--- src/rtl/bcd2binary_if.sv ---
// Start/busy/done handshake bundle for the iterative BCD-to-binary converter.
interface bcd2binary_if #(
    parameter int DIGITS = 4,
    parameter int BIN_W  = 14
);
    logic                  start;
    logic [4*DIGITS-1:0]   bcd_input;
    logic [BIN_W-1:0]      binary_output;
    logic                  busy;
    logic                  done;
    logic                  err;

    modport master (
        output start, bcd_input,
        input  binary_output, busy, done, err
    );

    modport slave (
        input  start, bcd_input,
        output binary_output, busy, done, err
    );
endinterface

--- src/rtl/bcd2binary.sv ---
// Iterative BCD-to-binary converter (reverse double-dabble), one bit per cycle.
// Optional digit validity check enabled by BCD2BINARY_DIGIT_CHECK_EN.
module bcd2binary #(
    parameter int DIGITS = 4,
    parameter int BIN_W  = 14
) (
    input  logic        clk,
    input  logic        rst,
    bcd2binary_if.slave bus
);
    localparam int BCD_W = 4 * DIGITS;
    localparam int CNT_W = (BIN_W > 2) ? $clog2(BIN_W) : 1;
    localparam logic [CNT_W-1:0] LAST = CNT_W'(BIN_W - 1);

    typedef enum logic [1:0] {
        IDLE  = 2'd0,
        SHIFT = 2'd1,
        DONE  = 2'd2
    } state_t;

    state_t             state_q;
    logic [BCD_W-1:0]   bcd_q, bcd_d;
    logic [BIN_W-1:0]   bin_q, bin_d;
    logic [BIN_W-1:0]   out_q;
    logic [CNT_W-1:0]   cnt_q;
    logic               busy_q;
    logic               done_q;

    // Shift and per-nibble correction fused into one next-state value
    always_comb begin
        {bcd_d, bin_d} = {bcd_q, bin_q} >> 1;
        for (int i = 0; i < DIGITS; i++) begin
            if (bcd_d[4*i +: 4] >= 4'd8) begin
                bcd_d[4*i +: 4] = bcd_d[4*i +: 4] - 4'd3;
            end
        end
    end

`ifdef BCD2BINARY_DIGIT_CHECK_EN
    logic err_q;
    logic bad_q;

    function automatic logic has_bad_digit(input logic [BCD_W-1:0] v);
        logic b;
        b = 1'b0;
        for (int i = 0; i < DIGITS; i++) begin
            if (v[4*i +: 4] > 4'd9) b = 1'b1;
        end
        return b;
    endfunction
`endif

    always_ff @(posedge clk) begin
        if (rst) begin
            state_q <= IDLE;
            bcd_q   <= '0;
            bin_q   <= '0;
            out_q   <= '0;
            cnt_q   <= '0;
            busy_q  <= 1'b0;
            done_q  <= 1'b0;
`ifdef BCD2BINARY_DIGIT_CHECK_EN
            err_q   <= 1'b0;
            bad_q   <= 1'b0;
`endif
        end else begin
            unique case (state_q)
                IDLE: begin
                    done_q <= 1'b0;
                    if (bus.start) begin
                        bcd_q  <= bus.bcd_input;
                        bin_q  <= '0;
                        cnt_q  <= '0;
                        busy_q <= 1'b1;
`ifdef BCD2BINARY_DIGIT_CHECK_EN
                        err_q  <= 1'b0;
                        if (has_bad_digit(bus.bcd_input)) begin
                            bad_q   <= 1'b1;
                            state_q <= DONE;
                        end else begin
                            bad_q   <= 1'b0;
                            state_q <= SHIFT;
                        end
`else
                        state_q <= SHIFT;
`endif
                    end
                end
                SHIFT: begin
                    bcd_q <= bcd_d;
                    bin_q <= bin_d;
                    if (cnt_q == LAST) begin
                        state_q <= DONE;
                    end else begin
                        cnt_q <= cnt_q + 1'b1;
                    end
                end
                DONE: begin
`ifdef BCD2BINARY_DIGIT_CHECK_EN
                    out_q <= bad_q ? '0 : bin_q;
                    err_q <= bad_q;
`else
                    out_q <= bin_q;
`endif
                    done_q  <= 1'b1;
                    busy_q  <= 1'b0;
                    state_q <= IDLE;
                end
                default: begin
                    state_q <= IDLE;
                end
            endcase
        end
    end

    assign bus.binary_output = out_q;
    assign bus.busy          = busy_q;
    assign bus.done          = done_q;
`ifdef BCD2BINARY_DIGIT_CHECK_EN
    assign bus.err           = err_q;
`else
    assign bus.err           = 1'b0;
`endif
endmodule

--- src/flat_wrapper.sv ---
// flat-port wrapper written by rule: the top's interface ports become plain ports
module bcd2binary_flat 
#(
    parameter int DIGITS = 4,
    parameter int BIN_W  = 14
)
  (clk, rst, bus_start, bus_bcd_input, bus_binary_output, bus_busy, bus_done, bus_err);
  bcd2binary_if #(.DIGITS(DIGITS), .BIN_W(BIN_W)) bus_i ();
  input  logic clk;
  input  logic rst;
  input wire logic [$bits(bus_i.start)-1:0] bus_start;
  input wire logic [$bits(bus_i.bcd_input)-1:0] bus_bcd_input;
  output wire logic [$bits(bus_i.binary_output)-1:0] bus_binary_output;
  output wire logic [$bits(bus_i.busy)-1:0] bus_busy;
  output wire logic [$bits(bus_i.done)-1:0] bus_done;
  output wire logic [$bits(bus_i.err)-1:0] bus_err;
  assign bus_i.start = bus_start;
  assign bus_i.bcd_input = bus_bcd_input;
  assign bus_binary_output = bus_i.binary_output;
  assign bus_busy = bus_i.busy;
  assign bus_done = bus_i.done;
  assign bus_err = bus_i.err;
  bcd2binary #(.DIGITS(DIGITS), .BIN_W(BIN_W)) u_core (.clk(clk), .rst(rst), .bus(bus_i));
endmodule
--- config.mk ---
export PLATFORM = sky130hd
export DESIGN_NAME = bcd2binary_flat
export DESIGN_NICKNAME = d
export VERILOG_FILES = /design/src/rtl/bcd2binary_if.sv /design/src/rtl/bcd2binary.sv /design/src/flat_wrapper.sv
export SDC_FILE = /design/constraint.sdc
export NUM_CORES = 1
export LEC_CHECK = 0
export CAP_MARGIN = 40
export CORE_MARGIN = 5
export CORE_UTILIZATION = 45
export DETAILED_ROUTE_END_ITERATION = 8
export MAX_ROUTING_LAYER = met4
export PLACE_DENSITY = 0.69
export SLEW_MARGIN = 40
export SYNTH_ARGS = -nofsm -noshare
export SYNTH_HDL_FRONTEND = slang
export SYNTH_SLANG_ARGS = --single-unit
--- constraint.sdc ---
create_clock -name clk -period 1.2 [get_ports clk]
set_input_delay 0.12 -clock clk [delete_from_list [all_inputs] [get_ports clk]]
set_output_delay 0.12 -clock clk [all_outputs]
set_load 0.005 [all_outputs]
==> summary.md <==
| Metric | Value |
|---|---|
| Outcome | complete, no violations |
| Core box area | 4755 um^2 |
| Fillers | 423 |
| Max cap viols | 0 |
| Hold slack | 0.3627 ns |
| Cells after synthesis | 256 |
| CTS Buf Count | 5 |
| Final core occ | 63.00% |
| WS Path Type | reg2reg |
| Full die area | 6402 um^2 |
| Library cells used by synthesis | 33 |
| Worst setup slack after layout | 0.0008459 ns |
| Hold Path Class | in2reg |
| Fraction of layout cells with a size suffix above 1 | 22.47% |
| Crit-path max FO | 3 |
| Non-Filler Instances | 383 |
| Cell Area, Placed | 2798 um^2 |
| Worst slack, placed | -0.3033 ns |
| Post-DP HPWL | 3.379 mm |
| Grt total ovfl | 0 |
| Commonest non-fill, non-tap cells in the layout | nand2_1 (45), dfxtp_1 (35), a21oi_1 (30), buf_4 (27), nor2_1 (23) |
| Max frequency | 0.8339 GHz |
| Die X | 80.02 um |
| Final Max Slew Viols | 0 |
| Fin. Hold Viols | 0 |
| Antenna cell count | 0 |
| Synthesized Nets | 283 |
| Drt total wl | 4.890 mm |
| Final setup vio count | 0 |
| Register area share after synthesis | 47.19% |
| Drt pass-1 iters | 4 |
| Drt drc | 0 |
| CTS root buf | clkbuf_8 |
| Commonest non-fill, non-tap cell in the layout | nand2_1 |
| Vias in the first global route | 1,770 |
| Buffers on Ports | 34 |
| DRT iter0 DRCs | 94 |
| Worst-path clk slew | 0.09 ns |
| Worst skew pair latency | 0.30 ns |
| Avg Vias per Cell | 4.969 |
| LEAKAGE | 1.240 nW |
| Die Y | 80.02 um |
| Max VDD drop | 0.6677 mV |
| WP data required | 1.42 ns |
| Period utilization | 99.93% |
| WL/cell | 12.77 um |
| Final #Nets | 342 |
| First-pass GRT wire length | 8.190 mm |
| I/O Pins | 36 |
| DR vias | 1,903 |
| Crit start category | register |
| RePlAce Congestion | 0.8517 |
| Critical-path cell list | inv_1, ha_2, nand4_1, nand3_1, xor2_1, nor3_1 |
| Critical Path Max Stage Delay | 0.34 ns |
| Post-route cell area | 2995 um^2 |
| Post-layout min period | 1.199 ns |
| Tot GR Track Use | 16.59% |
| Synth Warn # | 0 |
| Starting Density | 46.39% |
| Initial antenna violation count | 0 |
| Worst Hold Launch | bus_bcd_input[6] |
| Crit end category | register |
| Layout area overhead | 35.79% |
| PwrDens | 1104 nW/um^2 |
| Syn avg cell area | 8.617 um^2 |
| Worst Setup SP | u_core.cnt_q[1] |
| CP max-delay cell | dfxtp_2 |
| DRT antenna net count | 0 |
| CTS tree | built |
| Largest net degree at the start of global routing | 24 |
| Placement Rows | 25 |
| Max clock buf depth | 2 |
| Clk_skew | 0.008070 ns |
| RSZ-0062 raised after global routing | true |
| Inst Count DP | 371 |
| Arrival time of the worst setup path | 1.42 ns |
| Cts hold-fix bufs | 0 |
| H-tree lvl count | 2 |
| CTS sink count | 52 |
| Reg-to-reg startpoint | u_core.cnt_q[1] |
| Mapped cell area | 2206 um^2 |
| Post-synthesis register bit count | 52 |
## worst paths after layout
kind | endpoint | slack (ns) | depth (start not counted)
setup reg to reg | u_core.cnt_q[3] | 0.0008 | 6
setup / recovery | u_core.cnt_q[3] | 0.0008 | 6
hold / removal | u_core.bcd_q[6] | 0.36 | 3
hold reg to reg | u_core.bus.done | 0.45 | 2
## per-layer routing
layer / vias up / wire, um / track usage, %
met5: - / 0 / -
met4: 0 / 78 / 6.081
met3: 7 / 152 / 2.935
met2: 32 / 2239 / 25.41
met1: 875 / 2419 / 21.94
li1: 989 / - / -
## repair_timing
item / 4_1_cts / 5_1_grt
setup buffers: 0 / 4
pin swaps: 0 / 11
resized for setup: 35 / 16
endpoints found under the setup margin: 56 / 28
## cell families (layout without fill, tap and decap cells)
group | Yosys count | in the layout | share of synthesized area [%]
AND/OR/NAND/NOR | 101 | 101 | 20.42
AO/OA/AOI/OAI | 63 | 63 | 19.17
flip-flops | 52 | 52 | 47.19
buffers and inverters | 23 | 83 | 5.332
adder cells (fa/ha/maj) | 8 | 8 | 4.538
XOR/XNOR | 8 | 8 | 3.177
other | 1 | 1 | 0.1700
## cells in the mapped netlist
cell type / count / area share (%)
dfxtp_1: 52 / 47
nand2_1: 45 / 7.7
a21oi_1: 30 / 6.8
nor2_1: 23 / 3.9
a22o_1: 14 / 5.6
nor3_1: 10 / 2.3
ha_1: 8 / 4.5
inv_1: 8 / 1.4
buf_4: 7 / 2.4
nand2b_1: 6 / 1.7
o211ai_1: 6 / 2.0
a22oi_1: 5 / 1.7
nand3_1: 5 / 1.1
xnor2_1: 5 / 2.0
buf_2: 4 / 0.91
nor2b_1: 4 / 1.1
a311oi_1: 3 / 1.2
buf_1: 3 / 0.51
xor2_1: 3 / 1.2
and3_1: 2 / 0.57
a211oi_1: 1 / 0.34
a222oi_1: 1 / 0.45
a31oi_1: 1 / 0.28
and2_1: 1 / 0.28
clkbuf_1: 1 / 0.17
conb_1: 1 / 0.17
nand4_1: 1 / 0.28
nor2_2: 1 / 0.28
nor2_4: 1 / 0.51
nor2b_2: 1 / 0.40
o21ba_2: 1 / 0.45
o21bai_1: 1 / 0.34
or2_2: 1 / 0.28
## layout make-up
class	instances	area (um^2)	share of cell area [%]
Multi-Input combinational cell	181	1101	36.76
Inverter	8	30.03	1.003
Tap cell	67	83.83	2.799
Clock inverter	2	16.27	0.5430
Timing Repair Buffer	67	624.3	20.84
Sequential cell	52	1067	35.63
Clock buffer	6	72.57	2.423
## metrics by stage
step | power, mW | TNS [ns]
6_report | 3.307 | 0
5_1_grt | 3.471 | -1.007
4_1_cts | 3.300 | 0
3_5_place_dp | 2.306 | -9.276
3_3_place_gp | 2.300 | -8.048
2_1_floorplan | 2.115 | 0
## registers in the layout, indices dropped and copies added (netlist names)
| name | count |
|---|---|
| u_core.bus.binary_output | 14 |
| u_core.bin_q | 14 |
| u_core.bus.busy | 1 |
| u_core.state_q | 2 |
| u_core.cnt_q | 4 |
| u_core.bcd_q | 16 |
| u_core.bus.done | 1 |
## power by group
part / leakage, nW / switching (mW) / internal, mW / total (mW)
clock network: 0.0414 / 0.573 / 0.416 / 0.989
logic: 0.768 / 0.213 / 0.264 / 0.477
registers: 0.431 / 0.0598 / 1.78 / 1.84
total: 1.24 / 0.846 / 2.46 / 3.31
## worst max-delay path: cells and delay by family (launching register included)
family | cells | cell delay [ns]
buffers and inverters | 1 | 0.05
adder cells (fa/ha/maj) | 1 | 0.17
AND/OR/NAND/NOR | 3 | 0.41
flip-flops | 1 | 0.34
XOR/XNOR | 1 | 0.15
Power figures use the tool's default switching activity.
